<file path="config.mk">
export PLATFORM = sky130hd
export DESIGN_NAME = stream_sink
export DESIGN_NICKNAME = d
export VERILOG_FILES = /design/src/rtl/stream_sink.sv
export SDC_FILE = /design/constraint.sdc
export NUM_CORES = 1
export LEC_CHECK = 0
export BUFFER_PORTS_ARGS = -buffer_cell sky130_fd_sc_hd__buf_2
export CELL_PAD_IN_SITES_DETAIL_PLACEMENT = 0
export CELL_PAD_IN_SITES_GLOBAL_PLACEMENT = 1
export CORE_AREA = 8 8 128 130
export CTS_CLUSTER_DIAMETER = 60
export DETAILED_ROUTE_END_ITERATION = 8
export DIE_AREA = 0 0 136 138
export GPL_TIMING_DRIVEN = 0
export PLACE_DENSITY = 0.83
export SLEW_MARGIN = 20
export SYNTH_ARGS = -nofsm -noshare
export SYNTH_HDL_FRONTEND = slang
export SYNTH_SLANG_ARGS = --single-unit
</file>
<file path="constraint.sdc">
create_clock -name clk -period 6.3 [get_ports clk]
set_clock_uncertainty 0.1 [all_clocks]
set_input_delay 0.945 -clock clk [delete_from_list [all_inputs] [get_ports clk]]
set_output_delay 0.945 -clock clk [all_outputs]
set_load 0.05 [all_outputs]
</file>
<file path="src/rtl/stream_sink.sv">
// -----------------------------------------------------------------------------
// stream_sink
//   Capture block for the tail of a valid-qualified sample stream. Each valid
//   input sample is written into a small show-ahead register FIFO. A downstream
//   reader drains the FIFO through a valid/ready handshake. Samples that arrive
//   while the FIFO is full, with no pop in the same cycle, are dropped and raise
//   a sticky overflow flag. Optional signed min/max statistics are kept for
//   every accepted sample.
//
// Parameters
//   DATA_W    sample width (signed two's complement)
//   DEPTH     FIFO entries, power of two, >= 2
//
// Ports
//   clk          in   rising-edge clock
//   rst          in   asynchronous active-high reset
//   in_valid     in   sample present on in_data (no backpressure)
//   in_data      in   signed sample
//   clear        in   synchronous flush of FIFO, flags and stats (top priority)
//   out_ready    in   reader takes the head sample this cycle
//   out_valid    out  FIFO non-empty
//   out_data     out  head sample (show-ahead)
//   count        out  occupancy 0..DEPTH
//   overflow     out  sticky drop flag
//   min_val      out  signed minimum of accepted samples
//   max_val      out  signed maximum of accepted samples
//   stats_valid  out  at least one sample accepted since reset/clear
//
// Build option
//   STREAM_SINK_STATS_EN  when defined, min/max tracking is compiled in;
//                         otherwise min_val, max_val and stats_valid are 0.
// -----------------------------------------------------------------------------
module stream_sink #(
    parameter int DATA_W = 16,
    parameter int DEPTH  = 8
) (
    input  logic                       clk,
    input  logic                       rst,
    input  logic                       in_valid,
    input  logic [DATA_W-1:0]          in_data,
    input  logic                       clear,
    input  logic                       out_ready,
    output logic                       out_valid,
    output logic [DATA_W-1:0]          out_data,
    output logic [$clog2(DEPTH):0]     count,
    output logic                       overflow,
    output logic [DATA_W-1:0]          min_val,
    output logic [DATA_W-1:0]          max_val,
    output logic                       stats_valid
);

    localparam int AW = $clog2(DEPTH);
    localparam int CW = AW + 1;

    localparam logic [CW-1:0] FULL_CNT = CW'(DEPTH);
    localparam logic [CW-1:0] ZERO_CNT = {CW{1'b0}};
    localparam logic [CW-1:0] ONE_CNT  = {{(CW-1){1'b0}}, 1'b1};
    localparam logic [AW-1:0] ZERO_PTR = {AW{1'b0}};
    localparam logic [AW-1:0] ONE_PTR  = {{(AW-1){1'b0}}, 1'b1};

    logic [DATA_W-1:0] mem_r [DEPTH];
    logic [AW-1:0]     wr_ptr_r;
    logic [AW-1:0]     rd_ptr_r;
    logic [CW-1:0]     count_r;
    logic              overflow_r;

    logic              full_s;
    logic              pop_s;
    logic              push_s;
    logic              drop_s;

    // Handshake decode: a pop frees a slot, so a push at full still succeeds.
    always_comb begin
        full_s = 1'b0;
        pop_s  = 1'b0;
        push_s = 1'b0;
        drop_s = 1'b0;
        full_s = (count_r == FULL_CNT);
        pop_s  = (count_r != ZERO_CNT) && out_ready;
        if (in_valid) begin
            push_s = !full_s || pop_s;
            drop_s = full_s && !pop_s;
        end else begin
            push_s = 1'b0;
            drop_s = 1'b0;
        end
    end

    // Sample storage; cleared only by reset, a flush leaves stale data behind.
    always_ff @(posedge clk or posedge rst) begin
        if (rst) begin
            for (int i = 0; i < DEPTH; i++) begin
                mem_r[i] <= {DATA_W{1'b0}};
            end
        end else if (push_s && !clear) begin
            mem_r[wr_ptr_r] <= in_data;
        end
    end

    // Pointers, occupancy and sticky overflow; pointers wrap modulo DEPTH.
    always_ff @(posedge clk or posedge rst) begin
        if (rst) begin
            wr_ptr_r   <= ZERO_PTR;
            rd_ptr_r   <= ZERO_PTR;
            count_r    <= ZERO_CNT;
            overflow_r <= 1'b0;
        end else if (clear) begin
            wr_ptr_r   <= ZERO_PTR;
            rd_ptr_r   <= ZERO_PTR;
            count_r    <= ZERO_CNT;
            overflow_r <= 1'b0;
        end else begin
            if (push_s) begin
                wr_ptr_r <= wr_ptr_r + ONE_PTR;
            end
            if (pop_s) begin
                rd_ptr_r <= rd_ptr_r + ONE_PTR;
            end
            case ({push_s, pop_s})
                2'b10:   count_r <= count_r + ONE_CNT;
                2'b01:   count_r <= count_r - ONE_CNT;
                default: count_r <= count_r;
            endcase
            if (drop_s) begin
                overflow_r <= 1'b1;
            end
        end
    end

    assign out_valid = (count_r != ZERO_CNT);
    assign out_data  = mem_r[rd_ptr_r];
    assign count     = count_r;
    assign overflow  = overflow_r;

`ifdef STREAM_SINK_STATS_EN
    logic [DATA_W-1:0] min_r;
    logic [DATA_W-1:0] max_r;
    logic              stats_valid_r;

    // Signed extremes of accepted samples; the first one loads both bounds.
    always_ff @(posedge clk or posedge rst) begin
        if (rst) begin
            min_r         <= {DATA_W{1'b0}};
            max_r         <= {DATA_W{1'b0}};
            stats_valid_r <= 1'b0;
        end else if (clear) begin
            min_r         <= {DATA_W{1'b0}};
            max_r         <= {DATA_W{1'b0}};
            stats_valid_r <= 1'b0;
        end else if (push_s) begin
            stats_valid_r <= 1'b1;
            if (!stats_valid_r) begin
                min_r <= in_data;
                max_r <= in_data;
            end else begin
                if ($signed(in_data) < $signed(min_r)) begin
                    min_r <= in_data;
                end
                if ($signed(in_data) > $signed(max_r)) begin
                    max_r <= in_data;
                end
            end
        end
    end

    assign min_val     = min_r;
    assign max_val     = max_r;
    assign stats_valid = stats_valid_r;
`else
    assign min_val     = {DATA_W{1'b0}};
    assign max_val     = {DATA_W{1'b0}};
    assign stats_valid = 1'b0;
`endif

endmodule

</file>
## Word-level counts from Yosys, hierarchy flattened

Index checks and enable logic that the tools add are counted.

- Register bits: 139

- $add $sub $neg: 4
- $lt $le $gt $ge: 3
- Eq/ne operators: 3
- Mux-type cells: 16
- Bitwise gates (word level): 2
- Reduce and logical (&&, ||, !) cells: 13

Operator list:

| operator | number |
|---|---|
| bitwise mux 128 bit | 1 |
| binary-select mux 16 bit (select 3 bit) | 1 |
| demux 16 bit (select 3 bit) | 1 |
| two-way mux 16 bit | 3 |
| two-way mux 3 bit | 4 |
| greater-or-equal comparator 4 bit (second input constant) | 2 |
| inverter 3 -> 4 bit | 2 |
| one-hot mux 4 bit (2 select lines) | 1 |
| adder 3 x 1 -> 3 bit (second input constant) | 2 |
| nonzero test 2 bit | 3 |
| adder 4 x 1 -> 4 bit (second input constant) | 1 |
| equality test 4 bit (second input constant) | 1 |
| logical AND 1 bit | 4 |
| less-than comparator 4 x 1 -> 1 bit (second input constant) | 1 |
| two-way mux 1 bit | 4 |
| two-way mux 4 bit | 1 |
| nonzero test 4 bit | 1 |
| subtractor 4 x 1 -> 4 bit (second input constant) | 1 |
| zero test 1 bit | 3 |
| nonzero test 3 bit | 1 |
| equality test 2 x 1 -> 1 bit (second input constant) | 1 |
| equality test 2 bit (second input constant) | 1 |
| logical OR 1 bit | 1 |

## Logic depth before layout (Yosys ltp)

Gate-level depths: netlist of run 1.

- Word-level depth: 7
- Gate-level depth with buffers: 10
- Gate-level depth less buffers: 8

## Worst setup path after synthesis of run 1

No wires, ideal clock.

- Path kind: register to register
- From: reg count_r[1] (netlist: count[1])
- To: reg count_r[3] (netlist: count[3])
- Setup time: 136 ps
- Arrival time: 2,814 ps
- Setup slack: 3,250 ps
- Cell stages (with the launch flop): 10
- Path buffers: 2
- Path through: dfrtp_1 > buf_2 > or4_1 > clkbuf_1 > nor2b_1 > ha_1 > a31oi_1 > or2_2 > a31oi_1 > a21oi_1

- Longest elaborated chain between the ends: 7
- Elaborated cells on any way between the ends: 13
- Classes of those cells: 2 x add/sub; 3 x eq/ne; 3 x mux; 5 x reduce/logical

RTL lines:

| element | line | text |
|---|---|---|
| start: declaration | 64 | `logic [CW-1:0] count_r;` |
| start signal: assignment | 120 | `2'b10: count_r <= count_r + ONE_CNT;` |
| start signal: assignment | 121 | `2'b01: count_r <= count_r - ONE_CNT;` |
| start signal: assignment | 122 | `default: count_r <= count_r;` |
| nonzero test 4 bit * | n/a |  |
| named net out_valid | 43 | `output logic out_valid,` |
| logical AND 1 bit * | 79 | `pop_s = (count_r != ZERO_CNT) && out_ready;` |
| logical OR 1 bit | 81 | `push_s = !full_s \|\| pop_s;` |
| two-way mux 1 bit | 80 | `if (in_valid) begin` |
| equality test 2 x 1 -> 1 bit or equality test 2 bit (tied branches) | 119 | `case ({push_s, pop_s})` |
| one-hot mux 4 bit (2 select lines) | 119 |  |
| two-way mux 4 bit | 107 | `end else if (clear) begin` |

Mark *: on every way through the listed nets, which the timed path passes. The rest lies on a longest branch.
A chain may end at the register's enable or synchronous reset.

## Final worst setup path of run 1

- From: reg rd_ptr_r[1]
- To: out out_data[12]

- Longest elaborated chain between the ends: 4

RTL lines:

| element | line | text |
|---|---|---|
| start: declaration | 63 | `logic [AW-1:0] rd_ptr_r;` |
| start signal: assignment | 117 | `rd_ptr_r <= rd_ptr_r + ONE_PTR;` |
| inverter 3 -> 4 bit (not written as such) | 131 | `assign out_data = mem_r[rd_ptr_r];` |
| binary-select mux 16 bit (select 3 bit) | 131 |  |
| two-way mux 16 bit (not written as such) (2 in a row) | 131 |  |
| end: declaration | 44 | `output logic [DATA_W-1:0] out_data,` |

Every way passes these cells. The select of a mux whose other input is x is not followed.

==> results of run 1 <==
## final timing paths
| path | startpoint | to | slack, ns | cells past startpoint |
|---|---|---|---|---|
| max | rd_ptr_r[1] | out_data[12] | 2.59 | 5 |
| min reg2reg | mem_r[78] | mem_r[78] | 0.40 | 1 |
| min | mem_r[78] | mem_r[78] | 0.40 | 1 |
| max in group asynchronous | rst | mem_r[102] | 4.93 | 3 |
| min in group asynchronous | rst | mem_r[18] | 0.44 | 2 |
| max reg2reg | count[1] | count[3] | 3.66 | 9 |
## registers in the layout, indices dropped and copies added, names as in the netlist
name	cells
count	4
mem_r	128
overflow	1
rd_ptr_r	3
wr_ptr_r	3
## logic make-up (layout without fill, tap and decap cells)
group,after synthesis,in the layout,synth area share
flops,139,139,0.4943
simple gates,40,40,0.04357
buf+inv,60,133,0.06116
compound gates,15,15,0.01565
mux,178,178,0.3677
fa+ha+maj,4,4,0.007113
other cells,1,34,0.0005329
xor+xnor,8,8,0.009956
## per-stage QoR
step | instances | worst slack (ns) | hold WS (ns) | util
floorplan | 477 | 1.530 | 0.3738 | -
global placement | 701 | 0.2140 | 0.3810 | 0.5301
detailed placement | 702 | 3.025 | 0.3872 | 0.5325
CTS | 734 | 2.547 | 0.4012 | 0.5776
global route | 734 | 2.456 | 0.4085 | 0.5776
finish | 735 | 2.586 | 0.3974 | 0.5778
## metal layers
metal,up-vias,track usage
met5,-,0
met4,0,0.06362
met3,18,0.03768
li1,1760,-
met2,55,0.2654
met1,2059,0.2075
## Yosys cell counts, types with 2 or more instances
library cell    n
buf_6           6
mux2_2         84
a21oi_1         4
dfrtp_1       139
nand2_1         3
mux2_4         60
nor2_1         11
xnor2_1         4
mux2i_1         2
xor2_1          4
nand4_2         2
nand3_1         3
clkbuf_1        6
mux4_2         32
a31oi_1         3
ha_1            4
buf_1           3
nand3_4         6
buf_2           7
nor2b_1         5
o21ai_0         2
buf_4          36
nand2b_1        2
## power groups by stage
stage                     Clock, mW  Combinational (mW)  Sequential, mW
final                          1.08                1.13            1.20
after floorplan                   0               0.915            1.21
after CTS                      1.10                1.15            1.20
after global routing           1.14                1.20            1.23
after global placement            0                1.11            1.20
after detailed placement          0                1.14            1.21
## cell type report
type | instances | area share
Inverter | 1 | 0.001362
Clock inverter | 11 | 0.01997
Tap cell | 184 | 0.02784
Multi-Input combinational cell | 278 | 0.3927
Buffer | 59 | 0.05159
Clock buffer | 21 | 0.05809
Antenna cell | 1 | 0.0003026
Timing Repair Buffer | 41 | 0.02753
Sequential cell | 139 | 0.4206
==> flow_summary.toml, run 1 <==
[synthesis]
yosys.area.top_type = "dfrtp_1"
yosys.area.top_type_share = 0.4943
synth_area_leaders = "dfrtp_1, mux2_2, mux2_4"
async_reset_ff_frac = 1.000
post_synth_num_cell_types = 40
seq_area_frac_synth = 0.4943
synth-main-ff-cell = "dfrtp_1"
avgSynthCellArea_um2 = 15.81
netlist_area_mm2 = 0.007037
synth_warnings = 0
syn_inst = 445
ys_ff_latch = 139
synth-edff-count = 0

[detailed_routing]
routed_wl_um = 14540
drt_iter0_drc = 173
wl_per_cell_um = 19.78
wl_met2_um = 7392
ant_nets = 0
drc_errors = 0
wl_met1_um = 6381
wl_met3_um = 493
vias = 3892
first_pass_iters = 4
vias_per_cell = 5.295
topRoutingLayerUsed = "met4"

[clocking]
h-tree-depth = 4
cts_resized = 0
clk-insertion-delay-late_ns = 0.42
postCtsSetupRepairBufs = 0
cts_buffer_depth = 2
clock-sinks = 139
root_buffer = "clkbuf_16"
ctsHoldBuffers = 0
cts_tree = "yes"
path_clk_slew_ns = 0.06
cts_buffers = 17

[final_layout]
syn_to_final_growth_pct = 17.53
nets = 562
mostFrequentLayoutCells = "dfrtp_1, mux2_2, mux2_4"
fill_cells = 1145
multi_input_area_mm2 = 0.003248
layout_commonest_cell = "dfrtp_1"
drive_gt1_frac = 0.5691
fin_area_mm2 = 0.008270
seqCellArea_mm2 = 0.003478

[floorplan]
ios = 76
die-area_mm2 = 0.01877
die_x_um = 136
placementRows = 44
coreArea_mm2 = 0.01431
die_h_um = 138
initial_utilization = 0.4916

[placed_design]
placed_area_mm2 = 0.007622
hpwl_um = 9444
portBuffers = 40
gp_congestion = 0.7965

[hold_path]
hp-class = "reg2reg"

[setup_path]
cp_slowest_stage_delay_ns = 0.69
cp.required_ns = 5.25
critPathBufInv = 3
cp_top_family = "buffers and inverters"
start_kind = "flip-flop"
path_cells = "buf_1 > clkbuf_1 > mux4_2 > mux2_2 > buf_2"
crit_type = "reg2out"
critPathArrivalTime_ns = 2.67
slowest_stage = "clkbuf_1"
crit_fanout = 10
endpoint_kind = "primary output"

[grt]
grt_pass1_vias = 4222
groute.usage.overall = 0.1638
grt-ovfl-total = 0
antenna_found_initial = 0
grt_max_degree = 86
grt_pass1_wl_um = 23580

[run_status]
run_status = "complete, no violations"

[pwr]
p_sw_frac = 0.3270
pwr_density_cell_mw_per_mm2 = 412.7
p_total_mw = 3.413
p_int_mw = 2.297
leakagePower_nw = 4.119
clock_power_share = 0.317
p_sw_mw = 1.116
power_frac_comb = 0.331
vdd_ir_drop_max_mv = 0.2825
pwr-share-seq = 0.352

[timing]
finalHoldViolCount = 0
setup_violations = 0
finalCritPeriodShare = 0.5895
layout_min_cycle_time_ns = 3.714
relSlewSlack = 0.4147
maxSlewViolCount = 0
fmax_ghz = 0.2693
rsz0062_at_grt = "no"
setup_tns_ns = 0
worst_pin_slew_ns = 0.8780

[run]
drv_cap = 0
(Power assumes the default switching activity.)
==> run 2, diff against run 1 <==
--- a/config.mk
+++ b/config.mk
@@ -8,12 +8,12 @@
 export BUFFER_PORTS_ARGS = -buffer_cell sky130_fd_sc_hd__buf_2
 export CELL_PAD_IN_SITES_DETAIL_PLACEMENT = 0
 export CELL_PAD_IN_SITES_GLOBAL_PLACEMENT = 1
-export CORE_AREA = 8 8 128 130
+export CORE_AREA = 8 8 135 137
 export CTS_CLUSTER_DIAMETER = 60
 export DETAILED_ROUTE_END_ITERATION = 8
-export DIE_AREA = 0 0 136 138
+export DIE_AREA = 0 0 143 145
 export GPL_TIMING_DRIVEN = 0
-export PLACE_DENSITY = 0.83
+export PLACE_DENSITY = 0.79
 export SLEW_MARGIN = 20
 export SYNTH_ARGS = -nofsm -noshare
 export SYNTH_HDL_FRONTEND = slang
==> constraint.sdc (replaced) <==
create_clock -name clk -period 3.3 [get_ports clk]
set_clock_uncertainty 0.1 [all_clocks]
set_input_delay 0.495 -clock clk [delete_from_list [all_inputs] [get_ports clk]]
set_output_delay 0.495 -clock clk [all_outputs]
set_load 0.05 [all_outputs]
==> flow_summary.toml, run 2 (synthesis gave the netlist of run 1 again) <==
[clocking]
root_buffer = "clkbuf_16"
cts_buffer_depth = 2
clk-insertion-delay-late_ns = 0.42
clock-sinks = 139
h-tree-depth = 4
postCtsSetupRepairBufs = 0
ctsHoldBuffers = 0
cts_tree = "yes"
cts_buffers = 17
path_clk_slew_ns = 0.06

[hold_path]
hp-class = "in2async"

[grt]
grt_pass1_wl_um = 24160
groute.usage.overall = 0.1542
grt_max_degree = 35
grt-ovfl-total = 0
grt_pass1_vias = 4332
antenna_found_initial = 1

[placed_design]
hpwl_um = 10050
portBuffers = 40
placed_area_mm2 = 0.007724
place_inst = 741
place_ws_ns = 0.3984
gp_congestion = 0.7414

[final_layout]
nets = 565
largest-register = "mem_r"
mostFrequentLayoutCells = "dfrtp_1, mux2_2, mux2_4"
final_cells = 773
multi_input_area_mm2 = 0.003248
fill_cells = 1328
largest_reg_flops = 128
antenna_cells = 0
syn_to_final_growth_pct = 19.29
seqCellArea_mm2 = 0.003478
layout_commonest_cell = "dfrtp_1"
fin_area_mm2 = 0.008394
drive_gt1_frac = 0.5750
final_core_util = 0.5191

[run]
drv_cap = 0

[pwr]
leakagePower_nw = 4.156
p_sw_mw = 2.157
p_total_mw = 6.642
power_frac_comb = 0.328
p_sw_frac = 0.3248
vdd_ir_drop_max_mv = 0.5072
pwr_density_cell_mw_per_mm2 = 791.3
clock_power_share = 0.326
p_int_mw = 4.485
pwr-share-seq = 0.347

[detailed_routing]
ant_nets = 0
first_pass_iters = 4
vias_per_cell = 5.031
routed_wl_um = 15120
drc_errors = 0
vias = 3889
wl_per_cell_um = 19.56
drt_iter0_drc = 193

[setup_path]
start_kind = "flip-flop"
crit_fanout = 10
endpoint_kind = "primary output"
reg2regPathDepth = 9
crit_type = "reg2out"
critPathArrivalTime_ns = 2.50
cp.required_ns = 2.70

[timing]
finalCritPeriodShare = 0.9379
whs_ns = 0.04846
worst_pin_slew_ns = 0.6570
setup_violations = 0
rsz0062_at_grt = "no"
fmax_ghz = 0.3231
layout_min_cycle_time_ns = 3.095
setup_tns_ns = 0
maxSlewViolCount = 0
relSlewSlack = 0.5620
worst_slack_ns = 0.2049
finalHoldViolCount = 0

[floorplan]
ios = 76
die_h_um = 145
placementRows = 47
coreArea_mm2 = 0.01617
initial_utilization = 0.4351
die_x_um = 143
die-area_mm2 = 0.02074

[run_status]
run_status = "complete, no violations"
run 2: timing repair:
item                                    CTS  global route
gates resized for setup                   2             5
endpoints found under the hold margin     0             0
cloned                                    0             0
endpoints found under the setup margin   11            12
run 2: final cells by class:
type                       count  area share
buffer                        59     0.05142
clock buffer                  20     0.05321
clock inverter                12     0.02608
inverter                       1   0.0008943
multi-input combinational    278      0.3869
sequential                   139      0.4144
tap                          220     0.03279
timing repair buffer          44     0.03428
run 2: per-layer routing:
metal | vias to the layer above | part of all wire | GRT usage
met5 | - | 0.0011 | 0
met4 | 2 | 0.0092 | 0.04466
met3 | 14 | 0.048 | 0.05020
met2 | 83 | 0.52 | 0.2579
met1 | 2041 | 0.42 | 0.1850
li1 | 1749 | - | -
run 2: path summary, 6_finish.rpt:
kind	slack [ns]	endpoint	startpoint
max in group asynchronous	2.30	mem_r[115]	rst
worst max-delay path	0.20	out_data[11]	rd_ptr_r[0]
worst max register to register	0.68	count[3]	count[1]
worst min-delay path	0.05	wr_ptr_r[2]	rst
worst min register to register	0.40	mem_r[5]	mem_r[5]
min in group clk	0.28	rd_ptr_r[1]	out_ready
run 2: worst max-delay path, stage by stage, from the launching register on:
cell,delay [ns]
dfrtp_1,0.34
buf_2,0.19
buf_2,0.46
mux4_2,0.58
mux2_2,0.28
buf_2,0.21
run 2: power by group through the flow:
stage / Combinational [mW] / Sequential (mW) / Clock [mW]
4_1_cts: 2.21 / 2.30 / 2.19
3_3_place_gp: 2.14 / 2.29 / 0
6_report: 2.18 / 2.30 / 2.16
2_1_floorplan: 1.75 / 2.30 / 0
3_5_place_dp: 2.20 / 2.33 / 0
5_1_grt: 2.32 / 2.35 / 2.27
